`config.mk`:
```
export PLATFORM = sky130hd
export DESIGN_NAME = retire_monitor
export DESIGN_NICKNAME = d
export VERILOG_FILES = /design/src/rtl/retire_pkg.sv /design/src/rtl/pc_trace_fifo.sv /design/src/rtl/retire_monitor.sv
export SDC_FILE = /design/constraint.sdc
export NUM_CORES = 1
export LEC_CHECK = 0
export ABC_AREA = 1
export BUFFER_PORTS_ARGS = -buffer_cell sky130_fd_sc_hd__buf_2
export CAP_MARGIN = 20
export CORE_MARGIN = 2
export CORE_UTILIZATION = 60
export CTS_CLUSTER_SIZE = 30
export DETAILED_ROUTE_END_ITERATION = 10
export PLACE_DENSITY = 0.91
export SKIP_LAST_GASP = 1
export SLEW_MARGIN = 20
export SYNTH_ARGS = -nofsm -noshare
export SYNTH_HDL_FRONTEND = slang
export SYNTH_SLANG_ARGS = --single-unit
```
`constraint.sdc`:
```
create_clock -name i_clk -period 7.2 [get_ports i_clk]
set_clock_uncertainty 0.15 [all_clocks]
set_input_delay 1.44 -clock i_clk [delete_from_list [all_inputs] [get_ports i_clk]]
set_output_delay 1.44 -clock i_clk [all_outputs]
set_load 0.02 [all_outputs]
```
`src/rtl/retire_pkg.sv`:
```
// Shared types, widths and helpers for the retirement monitor.
package retire_pkg;

  localparam int unsigned CNT_W = 32;
  localparam int unsigned PC_W  = 32;

  typedef enum logic [1:0] {
    ST_IDLE   = 2'd0,
    ST_RUN    = 2'd1,
    ST_HALTED = 2'd2,
    ST_HUNG   = 2'd3
  } state_e;

  // Increment that sticks at all-ones instead of wrapping.
  function automatic logic [CNT_W-1:0] sat_inc(input logic [CNT_W-1:0] v);
    return (v == '1) ? v : v + 1'b1;
  endfunction

endpackage

```
`src/rtl/pc_trace_fifo.sv`:
```
// Trace FIFO of retired PCs: first-word fall-through, overwrites oldest when full.
module pc_trace_fifo
  import retire_pkg::*;
#(
  parameter int unsigned DEPTH = 8
) (
  input  logic            clk,
  input  logic            rst_n,
  input  logic            push,
  input  logic [PC_W-1:0] push_pc,
  input  logic            pop,
  output logic [PC_W-1:0] head_pc,
  output logic            empty,
  output logic            ovf
);

  localparam int unsigned AW = (DEPTH > 1) ? $clog2(DEPTH) : 1;

  logic [PC_W-1:0] mem [DEPTH];
  logic [AW-1:0]   wr_ptr;
  logic [AW-1:0]   rd_ptr;
  logic [AW:0]     count;
  logic            full;
  logic            do_pop;
  logic            drop;

  assign full    = (count == (AW+1)'(DEPTH));
  assign empty   = (count == '0);
  assign do_pop  = pop && !empty;
  // A push into a full FIFO without a pop evicts the oldest entry.
  assign drop    = push && full && !do_pop;
  assign head_pc = empty ? '0 : mem[rd_ptr];

  // Pointer, occupancy and sticky overflow bookkeeping.
  always_ff @(posedge clk) begin
    if (!rst_n) begin
      wr_ptr <= '0;
      rd_ptr <= '0;
      count  <= '0;
      ovf    <= 1'b0;
    end else begin
      if (push)
        wr_ptr <= wr_ptr + 1'b1;
      if (do_pop || drop)
        rd_ptr <= rd_ptr + 1'b1;
      if (push && !do_pop && !full)
        count <= count + 1'b1;
      else if (do_pop && !push)
        count <= count - 1'b1;
      if (drop)
        ovf <= 1'b1;
    end
  end

  // Storage write; no reset needed since reads are masked while empty.
  always_ff @(posedge clk) begin
    if (rst_n && push)
      mem[wr_ptr] <= push_pc;
  end

endmodule

```
`src/rtl/retire_monitor.sv`:
```
// Retirement monitor: counts cycles/retires/bubbles/redirects, detects halt and hang.
module retire_monitor
  import retire_pkg::*;
#(
  parameter int unsigned HANG_LIMIT  = 1000,
  parameter int unsigned HALT_REPEAT = 4,
  parameter int unsigned DEPTH       = 8
) (
  input  logic             i_clk,
  input  logic             i_rst_n,
  input  logic [PC_W-1:0]  i_pc_debug,
  input  logic             i_insn_vld,
  input  logic             i_trace_rd,
  output logic [1:0]       o_state,
  output logic             o_done,
  output logic             o_hang,
  output logic [CNT_W-1:0] o_cycle_cnt,
  output logic [CNT_W-1:0] o_retired_cnt,
  output logic [CNT_W-1:0] o_bubble_cnt,
  output logic [CNT_W-1:0] o_redirect_cnt,
  output logic [PC_W-1:0]  o_trace_pc,
  output logic             o_trace_empty,
  output logic             o_trace_ovf
);

  localparam int unsigned IR_W  = $clog2(HANG_LIMIT + 1);
  localparam int unsigned REP_W = $clog2(HALT_REPEAT);

  state_e           state, state_n;
  logic [CNT_W-1:0] cycle_cnt, cycle_cnt_n;
  logic [CNT_W-1:0] retired_cnt, retired_cnt_n;
  logic [CNT_W-1:0] bubble_cnt, bubble_cnt_n;
  logic [CNT_W-1:0] redirect_cnt, redirect_cnt_n;
  logic [PC_W-1:0]  last_pc, last_pc_n;
  logic [REP_W-1:0] rep, rep_n, rep_inc;
  logic [IR_W-1:0]  idle_run, idle_run_n, idle_inc;
  logic             trace_push;

  assign rep_inc  = rep + 1'b1;
  assign idle_inc = idle_run + 1'b1;

  // State and counter registers.
  always_ff @(posedge i_clk) begin
    if (!i_rst_n) begin
      state        <= ST_IDLE;
      cycle_cnt    <= '0;
      retired_cnt  <= '0;
      bubble_cnt   <= '0;
      redirect_cnt <= '0;
      last_pc      <= '0;
      rep          <= '0;
      idle_run     <= '0;
    end else begin
      state        <= state_n;
      cycle_cnt    <= cycle_cnt_n;
      retired_cnt  <= retired_cnt_n;
      bubble_cnt   <= bubble_cnt_n;
      redirect_cnt <= redirect_cnt_n;
      last_pc      <= last_pc_n;
      rep          <= rep_n;
      idle_run     <= idle_run_n;
    end
  end

  // Next-state, counter update and trace push decision.
  always_comb begin
    state_n        = state;
    cycle_cnt_n    = cycle_cnt;
    retired_cnt_n  = retired_cnt;
    bubble_cnt_n   = bubble_cnt;
    redirect_cnt_n = redirect_cnt;
    last_pc_n      = last_pc;
    rep_n          = rep;
    idle_run_n     = idle_run;
    trace_push     = 1'b0;
    unique case (state)
      ST_IDLE: begin
        // The first retire starts the run and is never a redirect.
        if (i_insn_vld) begin
          state_n       = ST_RUN;
          cycle_cnt_n   = sat_inc(cycle_cnt);
          retired_cnt_n = sat_inc(retired_cnt);
          last_pc_n     = i_pc_debug;
          rep_n         = '0;
          idle_run_n    = '0;
          trace_push    = 1'b1;
        end
      end
      ST_RUN: begin
        cycle_cnt_n = sat_inc(cycle_cnt);
        if (i_insn_vld) begin
          retired_cnt_n = sat_inc(retired_cnt);
          idle_run_n    = '0;
          last_pc_n     = i_pc_debug;
          trace_push    = 1'b1;
          if (i_pc_debug != last_pc + PC_W'(4))
            redirect_cnt_n = sat_inc(redirect_cnt);
          if (i_pc_debug == last_pc) begin
            rep_n = rep_inc;
            if (rep_inc == REP_W'(HALT_REPEAT - 1))
              state_n = ST_HALTED;
          end else begin
            rep_n = '0;
          end
        end else begin
          bubble_cnt_n = sat_inc(bubble_cnt);
          idle_run_n   = idle_inc;
          if (idle_inc == IR_W'(HANG_LIMIT))
            state_n = ST_HUNG;
        end
      end
      default: ;
    endcase
  end

  pc_trace_fifo #(
    .DEPTH(DEPTH)
  ) u_trace (
    .clk     (i_clk),
    .rst_n   (i_rst_n),
    .push    (trace_push),
    .push_pc (i_pc_debug),
    .pop     (i_trace_rd),
    .head_pc (o_trace_pc),
    .empty   (o_trace_empty),
    .ovf     (o_trace_ovf)
  );

  assign o_state        = state;
  assign o_done         = (state == ST_HALTED);
  assign o_hang         = (state == ST_HUNG);
  assign o_cycle_cnt    = cycle_cnt;
  assign o_retired_cnt  = retired_cnt;
  assign o_bubble_cnt   = bubble_cnt;
  assign o_redirect_cnt = redirect_cnt;

endmodule

```
==> results of run 1 <==
final cells by class:
type / count / area, um2 / share of cell area, %
flip-flops and latches: 444 / 11500 / 48.2
multi-input cells: 1730 / 8380 / 35.2
clock buffers: 65 / 1350 / 5.69
repair buffers: 218 / 1150 / 4.82
inverters: 190 / 714 / 3.00
well taps: 455 / 569 / 2.39
clock inverters: 20 / 159 / 0.668
diodes: 3 / 7.51 / 0.0316
cells in the mapped netlist, drive strengths merged:
library cell,instances,share of area (%)
a211oi,2,0.072
a21o,2,0.072
a21oi,136,3.3
a31oi,38,1.1
and3,3,0.090
buf,19,0.47
clkbuf,79,1.4
clkinv,3,0.054
dfxtp,188,18
edfxtp,256,37
fa,1,0.096
ha,11,0.66
inv,187,3.4
nand2,445,8.1
nand3,107,2.7
nand3b,5,0.18
nand4,39,1.2
nor2,446,8.2
nor3,77,1.8
nor3b,19,0.68
nor4,22,0.66
o21a,6,0.22
o21ai,241,5.8
o21bai,6,0.22
o22ai,33,0.99
or2,2,0.060
xnor2,29,1.2
xor2,60,2.5
per-layer routing:
| layer | GRT usage (%) | up-vias | part of all wire, % |
|---|---|---|---|
| met5 | 0 | - | 0 |
| met1 | 37.9 | 8532 | 39 |
| li1 | - | 8683 | - |
| met2 | 50.8 | 1017 | 48 |
| met3 | 6.37 | 145 | 10 |
| met4 | 10.7 | 0 | 3.0 |
metrics by stage:
step                instance area [um2]  std cells
floorplan                         20900       2462
global placement                  22200       3036
detailed placement                22300       3037
CTS                               23800       3122
global route                      23800       3123
finish                            23800       3125
final timing paths:
path         cells after the start           endpoint  slack (ns)
min reg2reg                      2        idle_run[9]        0.33
min                              2        idle_run[9]        0.33
max reg2reg                     16  o_redirect_cnt[0]        3.55
max                              7     o_trace_pc[11]        2.12
sequential cells by signal (all words and copies together), names as in the netlist, 3 cells and up, named ones only:
register and count:
idle_run 10, last_pc 32, o_bubble_cnt 32, o_cycle_cnt 32
o_redirect_cnt 32, o_retired_cnt 32, u_trace.count 4, u_trace.mem 256
u_trace.rd_ptr 3, u_trace.wr_ptr 3
logic make-up after synthesis:
kind of cell / synth area share (%)
compound gates: 11.7
fa+ha+maj: 0.755
simple gates: 23.6
flops: 54.8
xor+xnor: 3.73
buf+inv: 5.31
power groups by stage:
stage / registers [W] / clock network [W] / logic (W)
detailed placement: 0.00288 / 0 / 0.00157
global route: 0.00284 / 0.00247 / 0.00175
finish: 0.00283 / 0.00235 / 0.00160
global placement: 0.00288 / 0 / 0.00150
floorplan: 0.00286 / 0 / 0.00109
CTS: 0.00283 / 0.00237 / 0.00159
tightest hold or removal path: stages (launching register included):
cell and delay, ns:
dfxtp_1 0.32, nand2_1 0.06, a21oi_1 0.06
==> summary.txt, run 1 <==
Timing
  • Final hold slack: 0.331 ns
  • RSZ-0062 raised after global routing: false
  • Final period util: 70.6%
  • Slew margin rel.: 28.5%
  • Setup TNS: 0 ns
  • Setup WS post-layout: around 2.1 ns
  • Final hold violation count: 0
  • Fmax: 197 MHz
  • Final setup viols: 0
  • Final worst path period need: around 5 ns
  • Max Slew Vio Count: 0
  • Worst-margin pin slew: 1.07 ns

Layout
  • Post-layout util: 69.2%
  • Area growth syn-to-layout: 13.9%
  • Most frequent cells in the layout: 440 x nand2_1, 433 x nor2_1, 256 x edfxtp_1
  • Nets@finish: about 2.7k
  • Most common cell after layout, fill and taps aside: nand2_1
  • Layout cells sized above 1: 12.3%
  • # fillers: 2,538

Pwr
  • Sw Ratio: 32.3%
  • Static Leak: 8.77 nW
  • Pint: 0.00460 W
  • Seq pwr share: 41.7%
  • P_sw: 0.00219 W
  • Power share of the combinational group: 23.6%
  • Total power draw: 0.00679 W
  • PwrDens: 285 nW/um2
  • Worst vdd ir: 0.000214 V
  • Clock network power share: a little over a third

Clock network
  • CTS Buffer Depth: 3
  • Resized Gates After CTS: 0
  • Skew-Pair Late Insertion Delay: 0.55 ns
  • Clock transition at the registers of the reported paths: 0.06 ns
  • CTS tree: built
  • CTS root buf: clkbuf_16
  • Post-CTS Setup Repair Bufs: 0
  • H-tree lvl count: 2
  • CTS Buf Count: 46
  • Clock Sinks: 444
  • Cts hold-fix bufs: 0

Die
  • Initial core utilization: 60.8%
  • Die H: 191 um
  • Io pins: around 200
  • Core area: 34,400 um2
  • Die Wd: 191 um
  • Die ar.: 36,300 um2
  • Rows: 68

Routing
  • Vias: 18.4k
  • Iteration-0 DRC Markers: 1,987
  • Drt via density: 5.88
  • Post-DR wirelength/cell: roughly 18 um
  • Drt drc: 0
  • Router iterations before antenna repair: 6
  • Antenna viol nets, final: 0
  • Total Wirelength: 55,300 um

Setup path
  • Crit path required time: 5.61 ns
  • CP max-delay cell: inv_2
  • CP Cell Sequence: inv_2, buf_4, o21ai_0, o22ai_1, o21ai_0, a31oi_1, buf_2
  • Top Family by Delay on Critical Path: buffers and inverters
  • CP bufs+invs: 3
  • Max incr delay on CP: slightly below 0.8 ns
  • Worst Setup Start Kind: flop
  • Setup CP Type: flop to output port
  • Critical Path End Type: output port
  • Top cell by count, worst path: o21ai_0
  • R2R Path Start: last_pc[3]
  • Worst Path Arrival: 3.49 ns
  • CP max FO: 68

Yosys
  • Synth Area per Inst: about 8.5 um2
  • Register bit total from synthesis: approximately 440
  • Netlist cell types: 34
  • Post-synthesis sequential area ratio: 54.8%
  • Synth Instances: 2,462
  • Mapped Area: 20,900 um2
  • YS warnings: 0
  • Syn_nets: 2,510

Global routing
  • GRT Total Usage: 29.9%
  • Total grt overflow: 0
  • First-pass GRT wire length: 87,100 um
  • Initial antenna violation count: 3
  • Pin count of the biggest net entering global routing: just under 90
  • Vias in the first global route: between 15k and 20k

Min path
  • HP Class: flop to flop
  • HP Start: idle_run[9]

Placed design
  • RD Place Congestion: approximately 0.96
  • Setup slack at placement: about 2.4 ns
  • Post-DP HPWL: approximately 35,000 um
  • PortBufs: 201

Run status
  • Status: completed

Flow run
  • Max-Cap Viols: 0
Note: power is estimated with default switching activity, not from simulation.
==> run 2: changes to the inputs <==
--- a/config.mk
+++ b/config.mk
@@ -5,14 +5,14 @@
 export SDC_FILE = /design/constraint.sdc
 export NUM_CORES = 1
 export LEC_CHECK = 0
-export ABC_AREA = 1
+export ABC_AREA = 0
 export BUFFER_PORTS_ARGS = -buffer_cell sky130_fd_sc_hd__buf_2
 export CAP_MARGIN = 20
 export CORE_MARGIN = 2
-export CORE_UTILIZATION = 60
+export CORE_UTILIZATION = 59
 export CTS_CLUSTER_SIZE = 30
 export DETAILED_ROUTE_END_ITERATION = 10
-export PLACE_DENSITY = 0.91
+export PLACE_DENSITY = 0.9
 export SKIP_LAST_GASP = 1
 export SLEW_MARGIN = 20
 export SYNTH_ARGS = -nofsm -noshare
==> constraint.sdc (replaced) <==
create_clock -name i_clk -period 4.9 [get_ports i_clk]
set_clock_uncertainty 0.15 [all_clocks]
set_input_delay 0.98 -clock i_clk [delete_from_list [all_inputs] [get_ports i_clk]]
set_output_delay 0.98 -clock i_clk [all_outputs]
set_load 0.02 [all_outputs]
==> summary.txt, run 2 <==
Yosys
  • Post-synthesis sequential area ratio: 58.7%
  • YS warnings: 0
  • Netlist cell types: 72
  • Most common cell in the netlist: edfxtp_1
  • Synth Area per Inst: between 10 and 15 um2
  • Post-synth EDFFs: about 260
  • Syn_nets: 1,689
  • Synth Instances: 1,641
  • Async S/R FF share, synth: 0%
  • Leading area contributor after synthesis: edfxtp_1
  • Mapped Area: approximately 20,000 um2
  • Register bit total from synthesis: between 400 and 500
  • Post-synth top cells: 256 x edfxtp_1, 188 x dfxtp_1, 182 x nor2_1
  • Synth top area share: between 30 and 40%
  • Primary FF master, synth: edfxtp_1
  • Synth area leaders: edfxtp_1 39%, dfxtp_1 19%, mux4_2 7.4%, xor2_1 3.8%, nor2_1 3.5%

Clock network
  • Skew-Pair Late Insertion Delay: 0.53 ns
  • CTS root buf: clkbuf_16
  • Resized Gates After CTS: 0
  • Clock Sinks: 444
  • Post-CTS Setup Repair Bufs: 0
  • CTS Buffer Depth: 3
  • CTS tree: built
  • CTS Buf Count: 43
  • Clock transition at the registers of the reported paths: roughly 0.060 ns
  • H-tree lvl count: 2
  • Cts hold-fix bufs: 0

Global routing
  • Pin count of the biggest net entering global routing: 66
  • First-pass GRT wire length: 69,700 um
  • Initial antenna violation count: 0
  • GRT Total Usage: roughly a quarter
  • Vias in the first global route: 13.6k
  • Total grt overflow: 0

Pwr
  • P_sw: 0.00262 W
  • Pint: 0.00710 W
  • Clock network power share: a little under two fifths
  • Seq pwr share: 43.3%
  • Worst vdd ir: 0.000284 V
  • PwrDens: around 430 nW/um2
  • Power share of the combinational group: 19.4%
  • Static Leak: 7.98 nW
  • Sw Ratio: 26.9%

Layout
  • # diodes: 0
  • Layout cells sized above 1: a little over a fifth
  • Most common cell after layout, fill and taps aside: edfxtp_1
  • Nets@finish: 1,872
  • Most frequent cells in the layout: 256 x edfxtp_1, 201 x buf_2, 185 x dfxtp_1
  • # fillers: roughly 2.3k
  • Post-layout util: 69.4%
  • Area growth syn-to-layout: 15.8%
  • Most flops, register: u_trace.mem
  • Max reg flops: 256

Die
  • Rows: 66
  • Initial core utilization: 59.9%
  • Io pins: around 200
  • Core area: 32,500 um2
  • Die ar.: ~35,000 um2
  • Die Wd: about 190 um
  • Die H: around 190 um

Timing
  • Final setup viols: 0
  • Final period util: 79.8%
  • Worst-margin pin slew: 0.973 ns
  • Fmax: 256 MHz
  • Final worst path period need: ~3.9 ns
  • RSZ-0062 raised after global routing: false
  • Slew margin rel.: about 33%
  • Final hold violation count: 0
  • Setup TNS: 0 ns
  • Max Slew Vio Count: 0

Placed design
  • Post-DP HPWL: 28,100 um
  • PortBufs: 201
  • RD Place Congestion: 0.907

Setup path
  • Worst Path Arrival: roughly 2.8 ns
  • Setup CP Type: flop to output port
  • Critical Path End Type: output port
  • CP bufs+invs: 2
  • Worst Setup Start Kind: flop
  • CP max FO: 33
  • Max incr delay on CP: 0.95 ns
  • R2R Path Start: last_pc[3]
  • Crit path required time: approximately 3.8 ns
  • Top Family by Delay on Critical Path: flip-flops
  • CP max-delay cell: dfxtp_2
  • CP Cell Sequence: buf_4, mux4_2, mux2i_1, nor2_1, buf_2

Min path
  • HP Start: u_trace.ovf
  • HP Class: flop to flop

Routing
  • Router iterations before antenna repair: 6
  • Vias: around 14k
  • Drt drc: 0
  • Antenna viol nets, final: 0
  • Post-DR wirelength/cell: ~19 um
  • Drt via density: 5.99
  • Total Wirelength: 44,300 um
  • Iteration-0 DRC Markers: 894

Flow run
  • Max-Cap Viols: 0

Run status
  • Status: completed
-- run 2: changes by cell type in the layout (fill, tap and decap cells not counted), moves of 24 or more --
cell,change
or3_1,+31
a21oi_1,-47
mux4_2,+64
xor2_1,+24
inv_1,-167
o22ai_1,-33
nor3_1,-45
mux2i_1,+49
a31oi_1,-37
nand3_1,-35
nand2_1,-278
nor2_1,-254
o21ai_0,-204
-- run 2: power by group through the flow --
stage / Sequential, W / Combinational (W) / Clock, W
after floorplan: 0.00416 / 0.00145 / 0
after global placement: 0.00428 / 0.00186 / 0
after detailed placement: 0.00429 / 0.00191 / 0
after CTS: 0.00421 / 0.00193 / 0.00367
after global routing: 0.00423 / 0.00206 / 0.00381
final: 0.00420 / 0.00189 / 0.00362
-- run 2: worst reg2reg max path: stages, from the launching register on --
cell and delay [ns]:
dfxtp_1 0.46, ha_1 0.40, nand3_1 0.17, nor4_2 0.54, a2111oi_0 0.21, a211oi_1 0.29, a22oi_1 0.14, nor4b_4 0.15
buf_4 0.28, or4_1 0.58, a21oi_1 0.14
-- run 2: final cells by class --
cell class / count / area (um2) / area share, %
clock buffers: 58 / 1280 / 5.65
clock inverters: 21 / 309 / 1.37
inverters: 18 / 70.1 / 0.310
multi-input cells: 1095 / 7720 / 34.2
flip-flops and latches: 444 / 11500 / 50.8
well taps: 442 / 553 / 2.45
repair buffers: 222 / 1200 / 5.30
-- run 2: stage by stage --
stage	hold slack, ns	setup slack, ns	power (W)	cell area [um2]	std cells
5_1_grt	0.361	0.856	0.0101	22600	2300
3_3_place_gp	0.301	1.23	0.00614	21000	2220
3_5_place_dp	0.310	1.14	0.00620	21000	2220
6_report	0.330	0.987	0.00971	22600	2300
2_1_floorplan	0.298	-0.294	0.00561	19500	1641
4_1_cts	0.331	0.937	0.00980	22600	2299
-- run 2: path summary, 6_finish.rpt --
path / endpoint / slack (ns) / cells past startpoint
min reg2reg: u_trace.ovf / 0.33 / 2
max: o_trace_pc[2] / 0.99 / 5
max reg2reg: o_redirect_cnt[26] / 1.32 / 10
min: u_trace.ovf / 0.33 / 2
-- run 2: kinds of logic after synthesis --
| logic type | count (synthesis) | synth area share (%) |
|---|---|---|
| compound gates | 175 | 5.29 |
| xor+xnor | 130 | 5.92 |
| fa+ha+maj | 12 | 0.809 |
| buf+inv | 102 | 2.08 |
| flops | 444 | 58.7 |
| mux | 114 | 9.97 |
| simple gates | 664 | 17.2 |
-- run 2: metal layers --
layer	track usage, %	wire (um)	up-vias
met5	0	0	-
met4	7.78	1080	0
met3	5.56	3110	83
met2	45.5	22500	483
met1	31.0	17600	6789
li1	-	-	6411
==> run 3: changes to the inputs <==
==> constraint.sdc (replaced) <==
create_clock -name i_clk -period 4.05 [get_ports i_clk]
set_clock_uncertainty 0.15 [all_clocks]
set_input_delay 0.81 -clock i_clk [delete_from_list [all_inputs] [get_ports i_clk]]
set_output_delay 0.81 -clock i_clk [all_outputs]
set_load 0.02 [all_outputs]
==> summary.txt, run 3 (synthesis results as in run 2) <==
Run status
  • Status: completed

Global routing
  • First-pass GRT wire length: 71,200 um
  • Pin count of the biggest net entering global routing: 102
  • GRT Total Usage: 26.2%
  • Initial antenna violation count: 1
  • Vias in the first global route: roughly 14k
  • Total grt overflow: 0

Min path
  • HP Class: flop to flop

Setup path
  • Worst Setup Start Kind: flop
  • R2r setup slk: 0.57 ns
  • Critical Path End Type: output port
  • Setup CP Type: flop to output port
  • CP endpoint: o_trace_pc[23]
  • Terminus of the critical flop-to-flop path: o_redirect_cnt[26]
  • Crit path required time: 3.09 ns
  • Worst Reg2Reg Path Length in Cells: 9
  • CP max FO: 30
  • R2R Path Start: last_pc[4]
  • Worst Path Arrival: 2.52 ns

Clock network
  • Skew-Pair Late Insertion Delay: 0.56 ns
  • CTS tree: built
  • Resized Gates After CTS: 0
  • Clock Sinks: 444
  • Post-CTS Setup Repair Bufs: 0
  • Cts hold-fix bufs: 0
  • H-tree lvl count: 2
  • CTS root buf: clkbuf_16
  • CTS Buffer Depth: 3
  • Clock transition at the registers of the reported paths: 0.06 ns
  • CTS Buf Count: 45

Die
  • Io pins: just over 200
  • Die ar.: 34,500 um2
  • Initial core utilization: 59.9%
  • Die H: 186 um
  • Die Wd: 186 um
  • Core area: roughly 33,000 um2
  • Rows: 66

Placed design
  • RD Place Congestion: 0.919
  • PortBufs: 201
  • Post-DP HPWL: between 20,000 and 30,000 um
  • DP Area: 21,000 um2

Layout
  • Layout cells sized above 1: 21.2%
  • Fin area: around 23,000 um2
  • Max reg flops: 256
  • FF+latch area: 11,500 um2
  • Multi-input logic area: 7730 um2
  • # fillers: 2,203
  • Most common cell after layout, fill and taps aside: edfxtp_1
  • Most flops, register: u_trace.mem
  • Area growth syn-to-layout: 16.1%
  • Nets@finish: 1,879
  • Most frequent cells in the layout: 256 x edfxtp_1, 201 x buf_2, 185 x dfxtp_1

Timing
  • Final period util: a little under nine tenths
  • Final worst path period need: 3.48 ns
  • RSZ-0062 raised after global routing: false
  • Final hold violation count: 0
  • Setup TNS: 0 ns
  • Worst-margin pin slew: 0.828 ns
  • Fmax: 287 MHz
  • Slew margin rel.: 44.3%
  • Max Slew Vio Count: 0
  • Final setup viols: 0

Routing
  • Antenna viol nets, final: 0
  • Iteration-0 DRC Markers: 1,132
  • Post-DR wirelength/cell: 19.6 um
  • Router iterations before antenna repair: 7
  • Total Wirelength: approximately 45,000 um
  • Drt via density: 6.02
  • Vias: ~14k
  • Drt drc: 0

Pwr
  • Worst vdd ir: 0.000359 V
  • Static Leak: between 7 and 8 nW
  • PwrDens: between 500 and 600 nW/um2

Flow run
  • Max-Cap Viols: 0
[run 3: metal layers]
layer | part of all wire, % | wire, um | up-vias | GRT usage [%]
met4 | 2.1 | 941 | 0 | 7.02
met5 | 0 | 0 | - | 0
li1 | - | - | 6448 | -
met1 | 40 | 17900 | 6818 | 32.5
met3 | 7.5 | 3390 | 92 | 5.95
met2 | 51 | 23000 | 533 | 46.3
[run 3: layout make-up]
cell class | count | share of cell area, %
clock buffer | 55 | 5.37
antenna | 1 | 0.0111
clock inverter | 27 | 1.57
inverter | 18 | 0.310
multi-input combinational | 1095 | 34.2
sequential | 444 | 50.6
timing repair buffer | 227 | 5.51
tap | 442 | 2.44
[run 3: through the flow]
stage | hold slack [ns] | util (%) | setup WS, ns | cells | total power (W)
2_1_floorplan | 0.298 | - | -0.974 | 1641 | 0.00678
3_3_place_gp | 0.302 | 64.6 | 0.585 | 2225 | 0.00744
3_5_place_dp | 0.311 | 64.6 | 0.552 | 2225 | 0.00753
4_1_cts | 0.318 | 69.5 | 0.518 | 2307 | 0.0119
5_1_grt | 0.340 | 69.5 | 0.293 | 2309 | 0.0123
6_report | 0.316 | 69.5 | 0.566 | 2309 | 0.0118
[run 3: how the worst min path moves through the flow]
stage	slack, ns	start	cells past startpoint	end
6_report	0.32	last_pc[0]	2	last_pc[0]
5_1_grt	0.34	last_pc[0]	2	last_pc[0]
4_1_cts	0.32	last_pc[0]	2	last_pc[0]
3_5_place_dp	0.31	last_pc[0]	2	last_pc[0]
3_3_place_gp	0.30	u_trace.ovf	2	u_trace.ovf
2_1_floorplan	0.30	last_pc[0]	2	last_pc[0]
[run 3: worst max-delay path, stage by stage, from the launching register on]
cell and delay (ns):
dfxtp_4 0.57, buf_12 0.31, mux4_2 0.59, mux2i_1 0.24, nor2_1 0.08, buf_2 0.18
[run 3: where the power goes]
part           total, W  leakage, nW  internal, W  switching, W
clock           0.00438        0.760      0.00265       0.00173
sequential      0.00503         3.84      0.00488      0.000153
combinational   0.00239         3.40      0.00102       0.00138
